**config.mk**
```make
export PLATFORM = sky130hd
export DESIGN_NAME = ddr2_aline_dma_writer
export DESIGN_NICKNAME = d
export VERILOG_FILES = /design/src/rtl/ddr2_dma_pkg.sv /design/src/rtl/ddr2_dma_wr_fifo.sv /design/src/rtl/ddr2_aline_dma_writer.sv
export SDC_FILE = /design/constraint.sdc
export NUM_CORES = 1
export LEC_CHECK = 0
export BUFFER_PORTS_ARGS = -buffer_cell sky130_fd_sc_hd__buf_2
export CAP_MARGIN = 20
export CORE_MARGIN = 10
export CORE_UTILIZATION = 40
export CTS_CLUSTER_SIZE = 8
export DETAILED_ROUTE_END_ITERATION = 10
export GPL_TIMING_DRIVEN = 0
export MAX_ROUTING_LAYER = met4
export PLACE_DENSITY_LB_ADDON = 0.12
export SYNTH_ARGS = -nofsm -noshare
export SYNTH_HDL_FRONTEND = slang
export SYNTH_SLANG_ARGS = --single-unit
```
**constraint.sdc**
```tcl
create_clock -name slave_clk -period 3.15 [get_ports slave_clk]
set_clock_uncertainty 0.05 [all_clocks]
set_input_delay 0.1575 -clock slave_clk [delete_from_list [all_inputs] [get_ports slave_clk]]
set_output_delay 0.1575 -clock slave_clk [all_outputs]
set_load 0.05 [all_outputs]
```
**src/rtl/ddr2_dma_pkg.sv**
```systemverilog
// Shared types and constants for the A-line DDR2 write DMA.
package ddr2_dma_pkg;

    localparam int DDR2_WORD_ADDR_W = 28;
    localparam int DATA_W           = 32;
    localparam logic [3:0] BYTEEN_ALL = 4'hF;

    typedef enum logic [2:0] {
        ST_IDLE     = 3'd0,
        ST_WAIT_SOP = 3'd1,
        ST_WRITE    = 3'd2,
        ST_DRAIN    = 3'd3,
        ST_DONE     = 3'd4
    } dma_state_e;

    function automatic logic is_busy_state(input dma_state_e s);
        return (s == ST_WAIT_SOP) || (s == ST_WRITE) || (s == ST_DRAIN);
    endfunction

endpackage

```
**src/rtl/ddr2_dma_wr_fifo.sv**
```systemverilog
// Show-ahead FIFO: the head word is visible on rd_data the cycle after it is pushed.
module ddr2_dma_wr_fifo
    import ddr2_dma_pkg::*;
#(
    parameter int DEPTH = 16
) (
    input  logic                         clk,
    input  logic                         rst_n,
    input  logic                         push,
    input  logic [DATA_W-1:0]            wr_data,
    input  logic                         pop,
    output logic [DATA_W-1:0]            rd_data,
    output logic                         full,
    output logic                         empty,
    output logic [$clog2(DEPTH+1)-1:0]   count
);

    localparam int PTR_W = $clog2(DEPTH);
    localparam int CNT_W = $clog2(DEPTH + 1);

    logic [DATA_W-1:0] mem_r [DEPTH];
    logic [PTR_W-1:0]  wr_ptr_r;
    logic [PTR_W-1:0]  rd_ptr_r;
    logic [CNT_W-1:0]  count_r;
    logic              push_ok_s;
    logic              pop_ok_s;

    assign full      = (count_r == CNT_W'(DEPTH));
    assign empty     = (count_r == {CNT_W{1'b0}});
    assign count     = count_r;
    assign rd_data   = mem_r[rd_ptr_r];
    assign push_ok_s = push & ~full;
    assign pop_ok_s  = pop & ~empty;

    // Storage array; contents are meaningless once the pointers reset.
    always_ff @(posedge clk) begin
        if (push_ok_s) begin
            mem_r[wr_ptr_r] <= wr_data;
        end
    end

    // Pointer and occupancy bookkeeping.
    always_ff @(posedge clk or negedge rst_n) begin
        if (!rst_n) begin
            wr_ptr_r <= {PTR_W{1'b0}};
            rd_ptr_r <= {PTR_W{1'b0}};
            count_r  <= {CNT_W{1'b0}};
        end else begin
            if (push_ok_s) wr_ptr_r <= wr_ptr_r + PTR_W'(1);
            if (pop_ok_s)  rd_ptr_r <= rd_ptr_r + PTR_W'(1);
            case ({push_ok_s, pop_ok_s})
                2'b10:   count_r <= count_r + CNT_W'(1);
                2'b01:   count_r <= count_r - CNT_W'(1);
                default: count_r <= count_r;
            endcase
        end
    end

endmodule

```
**src/rtl/ddr2_aline_dma_writer.sv**
```systemverilog
// A-line framed streaming-to-Avalon-MM write DMA feeding the DDR2 clock-crossing bridge.
module ddr2_aline_dma_writer
    import ddr2_dma_pkg::*;
#(
    parameter int ALINE_LEN  = 1024,
    parameter int FIFO_DEPTH = 16
) (
    input  logic                        slave_clk,
    input  logic                        slave_reset_n,
    input  logic                        start,
    input  logic                        stop,
    input  logic                        ring_mode,
    input  logic [DDR2_WORD_ADDR_W-1:0] base_addr,
    input  logic [15:0]                 num_alines,
    input  logic                        sink_valid,
    input  logic                        sink_sop,
    input  logic [DATA_W-1:0]           sink_data,
    output logic                        sink_ready,
    output logic [DDR2_WORD_ADDR_W-1:0] m_address,
    output logic [3:0]                  m_byteenable,
    output logic                        m_write,
    output logic                        m_read,
    output logic [DATA_W-1:0]           m_writedata,
    input  logic                        m_waitrequest,
    output logic                        busy,
    output logic                        done,
    output logic [15:0]                 aline_count,
    output logic                        sop_error,
    output logic                        overflow
);

    localparam int CNT_W  = $clog2(ALINE_LEN + 1);
    localparam int FCNT_W = $clog2(FIFO_DEPTH + 1);
    localparam logic [CNT_W-1:0] LINE_LAST = CNT_W'(ALINE_LEN - 1);

    dma_state_e                  state_r;
    logic [DDR2_WORD_ADDR_W-1:0] base_r;
    logic [DDR2_WORD_ADDR_W-1:0] wr_addr_r;
    logic [15:0]                 num_r;
    logic                        ring_r;
    logic [CNT_W-1:0]            in_word_cnt_r;
    logic [CNT_W-1:0]            out_word_cnt_r;
    logic [15:0]                 in_lines_r;
    logic [15:0]                 out_lines_r;
    logic [15:0]                 aline_count_r;
    logic                        sop_error_r;
    logic                        overflow_r;
    logic                        stop_pending_r;
    logic                        done_r;

    logic                        start_go_s;
    logic                        sink_ready_s;
    logic                        accept_s;
    logic                        push_s;
    logic                        pop_s;
    logic                        end_capture_s;
    logic [15:0]                 in_lines_nxt_s;
    logic                        fifo_full_s;
    logic                        fifo_empty_s;
    logic [FCNT_W-1:0]           fifo_count_s;
    logic [DATA_W-1:0]           fifo_head_s;

    // Input-side handshake; a full FIFO also holds off the sop search so no word is lost.
    always_comb begin
        sink_ready_s = 1'b0;
        push_s       = 1'b0;
        case (state_r)
            ST_WAIT_SOP, ST_WRITE: sink_ready_s = ~fifo_full_s;
            default:               sink_ready_s = 1'b0;
        endcase
        accept_s = sink_valid & sink_ready_s;
        if (state_r == ST_WAIT_SOP) begin
            push_s = accept_s & sink_sop & ~stop;
        end else if (state_r == ST_WRITE) begin
            push_s = accept_s;
        end else begin
            push_s = 1'b0;
        end
    end

    assign start_go_s     = start & ((state_r == ST_IDLE) | (state_r == ST_DONE));
    assign pop_s          = ~fifo_empty_s & ~m_waitrequest;
    assign in_lines_nxt_s = in_lines_r + 16'd1;
    assign end_capture_s  = stop_pending_r | stop | (~ring_r & (in_lines_nxt_s == num_r));

    ddr2_dma_wr_fifo #(.DEPTH(FIFO_DEPTH)) u_fifo (
        .clk     (slave_clk),
        .rst_n   (slave_reset_n),
        .push    (push_s),
        .wr_data (sink_data),
        .pop     (pop_s),
        .rd_data (fifo_head_s),
        .full    (fifo_full_s),
        .empty   (fifo_empty_s),
        .count   (fifo_count_s)
    );

    // Capture FSM: A-line framing on the sink side, stop handling and sticky status.
    always_ff @(posedge slave_clk or negedge slave_reset_n) begin
        if (!slave_reset_n) begin
            state_r        <= ST_IDLE;
            base_r         <= {DDR2_WORD_ADDR_W{1'b0}};
            num_r          <= 16'd0;
            ring_r         <= 1'b0;
            in_word_cnt_r  <= {CNT_W{1'b0}};
            in_lines_r     <= 16'd0;
            sop_error_r    <= 1'b0;
            overflow_r     <= 1'b0;
            stop_pending_r <= 1'b0;
            done_r         <= 1'b0;
        end else begin
            done_r <= 1'b0;
            case (state_r)
                ST_IDLE, ST_DONE: begin
                    if (start) begin
                        base_r         <= base_addr;
                        num_r          <= (num_alines == 16'd0) ? 16'd1 : num_alines;
                        ring_r         <= ring_mode;
                        in_word_cnt_r  <= {CNT_W{1'b0}};
                        in_lines_r     <= 16'd0;
                        sop_error_r    <= 1'b0;
                        overflow_r     <= 1'b0;
                        stop_pending_r <= 1'b0;
                        state_r        <= ST_WAIT_SOP;
                    end
                end
                ST_WAIT_SOP: begin
                    if (stop) begin
                        state_r <= ST_DRAIN;
                    end else if (push_s) begin
                        in_word_cnt_r <= CNT_W'(1);
                        state_r       <= ST_WRITE;
                    end
                end
                ST_WRITE: begin
                    if (stop) stop_pending_r <= 1'b1;
                    if (sink_valid & ~sink_ready_s) overflow_r <= 1'b1;
                    if (accept_s) begin
                        if (sink_sop) begin
                            // Early sop: abandon the partial count, this word opens a new line.
                            sop_error_r   <= 1'b1;
                            in_word_cnt_r <= CNT_W'(1);
                        end else if (in_word_cnt_r == LINE_LAST) begin
                            in_word_cnt_r <= {CNT_W{1'b0}};
                            in_lines_r    <= in_lines_nxt_s;
                            state_r       <= end_capture_s ? ST_DRAIN : ST_WAIT_SOP;
                        end else begin
                            in_word_cnt_r <= in_word_cnt_r + CNT_W'(1);
                        end
                    end
                end
                ST_DRAIN: begin
                    if (fifo_count_s == {FCNT_W{1'b0}}) begin
                        state_r <= ST_DONE;
                        done_r  <= 1'b1;
                    end
                end
                default: state_r <= ST_IDLE;
            endcase
        end
    end

    // Master side: address generation, ring wrap and completed-line counting.
    always_ff @(posedge slave_clk or negedge slave_reset_n) begin
        if (!slave_reset_n) begin
            wr_addr_r      <= {DDR2_WORD_ADDR_W{1'b0}};
            out_word_cnt_r <= {CNT_W{1'b0}};
            out_lines_r    <= 16'd0;
            aline_count_r  <= 16'd0;
        end else if (start_go_s) begin
            wr_addr_r      <= base_addr;
            out_word_cnt_r <= {CNT_W{1'b0}};
            out_lines_r    <= 16'd0;
            aline_count_r  <= 16'd0;
        end else if (pop_s) begin
            if (out_word_cnt_r == LINE_LAST) begin
                out_word_cnt_r <= {CNT_W{1'b0}};
                aline_count_r  <= aline_count_r + 16'd1;
                if (ring_r && ((out_lines_r + 16'd1) == num_r)) begin
                    wr_addr_r   <= base_r;
                    out_lines_r <= 16'd0;
                end else begin
                    wr_addr_r   <= wr_addr_r + DDR2_WORD_ADDR_W'(1);
                    out_lines_r <= out_lines_r + 16'd1;
                end
            end else begin
                out_word_cnt_r <= out_word_cnt_r + CNT_W'(1);
                wr_addr_r      <= wr_addr_r + DDR2_WORD_ADDR_W'(1);
            end
        end
    end

    assign sink_ready   = sink_ready_s;
    assign m_address    = wr_addr_r;
    assign m_writedata  = fifo_head_s;
    assign m_write      = ~fifo_empty_s;
    assign m_byteenable = m_write ? BYTEEN_ALL : 4'h0;
    assign m_read       = 1'b0;
    assign busy         = is_busy_state(state_r);
    assign done         = done_r;
    assign aline_count  = aline_count_r;
    assign sop_error    = sop_error_r;
    assign overflow     = overflow_r;

endmodule

```
-- After elaboration in Yosys (flattened, before gate mapping)
Memories as Yosys holds them, arrays and structs flattened.
Index checks and enable logic that the tools add are counted.
Widths: inputs -> output; s select.
- div/mod/pow operators: 0
- $add $sub $neg: 10
- reduce and logical (&&, ||, !) cells: 21
- bitwise logic cells: 18
- muxes and demuxes: 53
- shift operators: 0
- equality and inequality tests: 22
- $lt $le $gt $ge: 0
- multiply operators: 0
- operators with widths (operator ; number):
    $mux 16 ; 12
    $mux 28 ; 4
    $mux 11 ; 9
    $add 16x1->16 const B ; 3
    $pmux 11 s3 ; 1
    $eq 16x16->1 ; 2
    $pmux 16 s2 ; 1
    $add 28x1->28 const B ; 1
    $add 11x1->11 const B ; 2
    $eq 11x10->1 const B ; 2
    $mux 3 ; 7
    $ne 2x2->1 const B ; 9
    $logic_not 16->1 ; 1
    $mux 1 ; 12
    $pmux 3 s4 ; 1
    $pmux 5 s2 ; 1
    $reduce_and 5->1 ; 2
    $and 1x1->1 ; 9
    $add 4x1->4 const B ; 2
    $reduce_bool 2->1 ; 4
    $eq 3x2->1 const B ; 2
    $not 1->1 ; 6
    $pmux 1 s2 ; 3
    $reduce_and 3->1 ; 2
    other kinds (21) ; 26
- latch bits: 0
- flip-flop bits (word level): 163
- word-level logic and storage cells: 142
- input port bits: 84
- bits in writable memories: 512
- memories kept: 1
- output and inout port bits: 87
- memory bits (read-only): 0
- memories (memory ; words ; bits a word ; rd ports ; clocked after memory_dff ; write ports ; RTL line ; source):
    u_fifo.mem_r ; 16 ; 32 ; 1 ; 0 ; 1 ; ddr2_dma_wr_fifo.sv:21 ; logic [DATA_W-1:0] mem_r [DEPTH];

-- Depth between registers and ports, before layout
- word-level depth: 10
- depth in mapped cells: 16
- mapped depth without buffers: 13

-- By module
A second synthesis with hierarchy kept.
- cell total of the unflattened synthesis: 1990
- area total of the unflattened synthesis: 28946.5 µm²
- modules (own cells, without submodules) (module ; seq. area each (µm²) ; area an instance (µm²) ; times used ; cells an instance):
    ddr2_dma_wr_fifo ; 15700.1 ; 20400.8 ; 1 ; 1007
    ddr2_aline_dma_writer ; 3753.6 ; 8545.7 ; 1 ; 983

-- Least setup slack after synthesis
OpenSTA, ideal clock, no wires.
- kind: register to register
- start: reg u_fifo.count_r[1] (netlist: u_fifo.count[1])
- end: reg u_fifo.count_r[4] (netlist: u_fifo.count[4])
- library setup time: 0.123 ns
- slack: -0.157 ns
- arrival time: 3.133 ns
- stages on the path, launching flop included: 17
- required time: 2.977 ns
- path through: dfrtp_1 clkbuf_1 or4_1 o21ai_0 nor3_1 clkbuf_1 inv_1 ha_1 clkbuf_1 xor2_1 ha_1 o21ai_0 a21oi_1 a21oi_1 xor2_1 nor2_1 xnor2_1
- longest elaborated chain between the ends: 10
- elaborated cells on any way between the ends: 19
- RTL lines (element ; RTL line ; source):
    from (decl) ; ddr2_dma_wr_fifo.sv:24 ; logic [CNT_W-1:0] count_r;
    from (signal assigned) ; ddr2_dma_wr_fifo.sv:47 ; count_r <= {CNT_W{1'b0}};
    from (signal assigned) ; ddr2_dma_wr_fifo.sv:52 ; 2'b10: count_r <= count_r + CNT_W'(1);
    from (signal assigned) ; ddr2_dma_wr_fifo.sv:53 ; 2'b01: count_r <= count_r - CNT_W'(1);
    $eq 5x5->1 ; ddr2_dma_wr_fifo.sv:28 ; assign full = (count_r == CNT_W'(DEPTH));
    $not 1->1 ; ddr2_dma_wr_fifo.sv:32, ddr2_aline_dma_writer.sv:68 ;
    $mux 1 ; ddr2_aline_dma_writer.sv:67 ; case (state_r)
    $and 1x1->1 ; ddr2_aline_dma_writer.sv:71 ; accept_s = sink_valid & sink_ready_s;
    $and 1x1->1 (2 in series) ; ddr2_aline_dma_writer.sv:73 ; push_s = accept_s & sink_sop & ~stop;
    $mux 1 ; ddr2_aline_dma_writer.sv:72 ; if (state_r == ST_WAIT_SOP) begin
    $and 1x1->1 ; ddr2_dma_wr_fifo.sv:32 ; assign push_ok_s = push & ~full;
    $eq 2x1->1 or $eq 2x2->1 (tied branches) ; ddr2_dma_wr_fifo.sv:51 ; case ({push_ok_s, pop_ok_s})
    $pmux 5 s2 or $reduce_bool 2->1 (tied branches) ; - ;
Parallel ways exist; a longest one is shown, timed or not.
A chain may end at the register's enable or synchronous reset.

-- Worst setup path after layout
- start: reg out_lines_r[0]
- end: reg wr_addr_r[24] (netlist: m_address[24])
- longest elaborated chain between the ends: 7
- RTL lines (element ; RTL line ; source):
    from (decl) ; ddr2_aline_dma_writer.sv:44 ; logic [15:0] out_lines_r;
    from (signal assigned) ; ddr2_aline_dma_writer.sv:184 ; out_lines_r <= out_lines_r + 16'd1;
    $add 16x1->16 ; ddr2_aline_dma_writer.sv:179 ; if (ring_r && ((out_lines_r + 16'd1) == num_r)) begin
    $eq 16x16->1 ; ddr2_aline_dma_writer.sv:179 ;
    $logic_and 1x1->1 ; ddr2_aline_dma_writer.sv:179 ;
    $mux 28 ; ddr2_aline_dma_writer.sv:179 ;
    $mux 28 ; ddr2_aline_dma_writer.sv:176 ; if (out_word_cnt_r == LINE_LAST) begin
    $mux 28 ; ddr2_aline_dma_writer.sv:175 ; end else if (pop_s) begin
    $mux 28 ; ddr2_aline_dma_writer.sv:170 ; end else if (start_go_s) begin
    to (signal assigned) ; ddr2_aline_dma_writer.sv:171 ; wr_addr_r <= base_addr;
    to (signal assigned) ; ddr2_aline_dma_writer.sv:180 ; wr_addr_r <= base_r;
    to (signal assigned) ; ddr2_aline_dma_writer.sv:183 ; wr_addr_r <= wr_addr_r + DDR2_WORD_ADDR_W'(1);
    to (decl) ; ddr2_aline_dma_writer.sv:38 ; logic [DDR2_WORD_ADDR_W-1:0] wr_addr_r;
No other way between the ends. The select of a mux whose other input is x is not followed.

==> results.py <==
metrics = {
    "placement": {
        "dp_cells": 2950,
        "port_buffers": 169,
        "dp_hpwl_um": 50000,
        "place_ws_ns": -1.09,
        "gp_congestion": 0.870,
    },
    "pwr": {
        "powerDensity_nw_per_um2": 895,
        "vdd_ir_drop_max_uv": 606,
        "leakage_uw": 0.0126,
        "comb_power_share_pct": 35.3,
        "clkPwrFrac_pct": 28.5,
        "p_sw_uw": 11200,
        "p_seq_share_pct": 36.2,
        "p_int_uw": 20400,
        "sw_frac_of_total_pct": 35.5,
    },
    "sta": {
        "hold_viol": 0,
        "fin_crit_ns": 3.18,
        "holdWs_ns": 0.0474,
        "rsz0062_at_grt": "yes",
        "max-slew-margin-rel_pct": 33.9,
        "drv_slew": 0,
        "clock.fmax_mhz": 314,
        "setup_violations": 3,
        "timing.final.crit_share_pct": 101,
        "fin_ws_ns": -0.0324,
        "worst_pin_slew_ns": 0.991,
    },
    "global_routing": {
        "grt_overflow": 0,
        "antenna_found_initial": 1,
        "grt_pass1_vias": 18348,
        "grt_max_degree": 84,
        "grt_util_all_layers_pct": 19.3,
        "grt_pass1_wl_um": 116000,
    },
    "critical_path": {
        "cp-end-kind": "flip-flop",
        "cp.required_ns": 3.59,
        "reg2reg_slack_ns": -0.03,
        "r2r-start": "out_lines_r[0]$_DFFE_PN0P_",
        "startpoint_type": "flip-flop",
        "cp.arrival_ns": 3.62,
        "crit_fanout": 7,
        "reg2reg_to": "m_address[24]$_DFFE_PN0P_",
        "path_class": "reg2reg",
        "rr_worst_depth": 11,
    },
    "drt": {
        "drc": 0,
        "drt_wl_total_um": 77800,
        "drt-initial-drc-count": 1455,
        "ant_nets": 0,
        "num_vias": 17495,
        "first_pass_iters": 7,
        "vias_per_cell": 5.51,
        "avgRoutedWirePerCell_um": 24.5,
    },
    "finish": {
        "fin_cells": 3173,
        "areaGrowthSynthToFinish_pct": 24.0,
        "fin_util_pct": 50.2,
        "final_nets": 2308,
        "final_cell_mix": "edfxtp_1, nand2_1, buf_2",
        "drive_gt1_share_pct": 28.2,
        "layout_commonest_cell": "edfxtp_1",
    },
    "clock_network": {
        "clock_sinks": 675,
        "cts_tree": "done",
        "h-tree-depth": 3,
        "numCtsBuffers": 94,
        "clk_pin_slew_ns": 0.05,
        "insertion_delay_ns": 0.63,
        "clockBufferDepth": 3,
        "root_buffer": "clkbuf_16",
    },
    "synthesis": {
        "async_reset_ff_share_pct": 24.1,
        "synth_area_um2": 28500,
        "synth_cell_types": 66,
        "synth.avg_cell_area_um2": 15.7,
        "synth-warning-count": 0,
        "yosys.area.top_type": "edfxtp_1",
        "synth.top_cell.area_share_pct": 53.9,
        "yosysSeqAreaShare_pct": 68.3,
        "synthTopCellsByArea": "edfxtp_1, dfrtp_1, mux4_2",
        "synth-seq-cells": 675,
        "synth_edf_count": 512,
        "ys.flop_type": "edfxtp_1",
        "syn_inst": 1815,
        "synth_fp_nets": 1914,
    },
    "run_status": {
        "violations": "setup timing",
        "status": "finished, violations left",
    },
    "hold_path": {
        "min_path_type": "in2async",
    },
    "flow_run": {
        "cap_violations": 0,
    },
    "die": {
        "die_height_um": 287,
        "fp.coreArea_um2": 70400,
        "num_rows": 97,
        "die_area_um2": 82300,
        "io_pins": 171,
        "start_util_pct": 40.5,
        "die_w_um": 287,
    },
}
-- worst max path at each step --
stage | startpoint | endpoint | slack (ns) | cells after the start
2_1_floorplan | u_fifo.count[1]$_DFFE_PN0P_ | u_fifo.count[4]$_DFFE_PN0P_ | 0.006 | 16
3_3_place_gp | u_fifo.count[1]$_DFFE_PN0P_ | u_fifo.mem_r[2][18]$_DFFE_PP_ | -1.40 | 8
3_5_place_dp | u_fifo.count[1]$_DFFE_PN0P_ | u_fifo.count[4]$_DFFE_PN0P_ | -1.09 | 16
4_1_cts | out_lines_r[0]$_DFFE_PN0P_ | m_address[24]$_DFFE_PN0P_ | 0.003 | 11
5_1_grt | out_lines_r[0]$_DFFE_PN0P_ | m_address[24]$_DFFE_PN0P_ | -0.13 | 11
6_report | out_lines_r[0]$_DFFE_PN0P_ | m_address[24]$_DFFE_PN0P_ | -0.03 | 11
-- final cells by class --
type,instances,area [µm²]
clock buffer,113,2430
fill,5951,35100
inverter,19,75.1
timing repair buffer,306,2540
antenna,1,2.50
multi-input combinational,1023,8880
clock inverter,6,131
tap,940,1180
sequential,675,19500
buffer,90,636
-- critical path, stage by stage (launching register included) --
cell	delay, ns
dfrtp_1	0.39
ha_4	0.16
nand3_4	0.08
or4_4	0.53
or3_4	0.35
a221o_1	0.39
nor4b_4	0.23
buf_6	0.21
buf_12	0.14
mux2_4	0.30
mux2i_1	0.15
o21ai_1	0.07
-- power by group through the flow --
stage / clock network, µW / registers (µW) / logic (µW)
3_5_place_dp: 0 / 11500 / 10800
3_3_place_gp: 0 / 11500 / 10500
6_report: 8990 / 11500 / 11200
2_1_floorplan: 0 / 11800 / 7120
4_1_cts: 9220 / 11400 / 11100
5_1_grt: 9570 / 11600 / 12000
-- logic make-up after synthesis --
family | after synthesis | share of synthesized area, %
AO/OA/AOI/OAI | 232 | 5.06
XOR/XNOR | 77 | 2.37
adder cells (fa/ha/maj) | 15 | 0.658
buffers and inverters | 117 | 1.69
flip-flops | 675 | 68.3
multiplexers | 177 | 13.3
other | 1 | 0.0132
AND/OR/NAND/NOR | 521 | 8.68
-- Yosys cell counts (6+ instances only) --
cell type    n
a22o_1       6
nor4_1      11
nor2_1      93
buf_2       10
mux2i_1      8
clkbuf_1    55
o21ai_0     90
nand2_1    210
o31ai_1     12
xor2_1      27
nand2b_1    10
mux4_2     160
a211oi_1    10
o41ai_1      8
a21o_1       6
nor3_1      35
mux2_2       9
ha_1        15
a21oi_1     42
edfxtp_1   512
xnor2_1     50
o221ai_1     9
buf_4        6
nand4_1     16
and3_1      35
a31oi_1     15
nand3_1     49
and2_1      19
or3_1       11
inv_1       19
buf_1       26
dfrtp_1    163
-- stage by stage --
stage,power (µW),area (µm²),setup TNS (ns)
after floorplan,18900,28500,0
after global placement,21900,30500,-798.61
after detailed placement,22300,31100,-102.07
after CTS,31800,34900,0
after global routing,33100,35300,-1.09
final,31600,35300,-0.0510
-- flip-flops by register name (all words and copies together), names as in the netlist, 5 cells and up --
register and flops:
base_r 28, out_lines_r 16, m_address 28, num_r 16
in_word_cnt_r 11, u_fifo.mem_r 512, in_lines_r 16, aline_count 16
out_word_cnt_r 11, u_fifo.count 5
-- routing by layer --
layer,wire (µm),share of wire [%],vias to the layer above,track usage (%)
li1,-,-,7819,-
met1,32600,42,9025,24.0
met2,39300,51,515,32.0
met3,3620,4.6,136,3.28
met4,2310,3.0,0,6.06
met5,0,0,-,-
-- repair_timing --
item / 4_1_cts / 5_1_grt
hold buffers: 81 / 0
endpoints found under the hold margin: 672 / 0
buffers inserted: 12 / 14
cloned: 1 / 3
setup endpoints to repair: 495 / 197
resized for setup: 135 / 94
pin swaps: 8 / 20
Note: power is estimated with default switching activity, not from simulation.
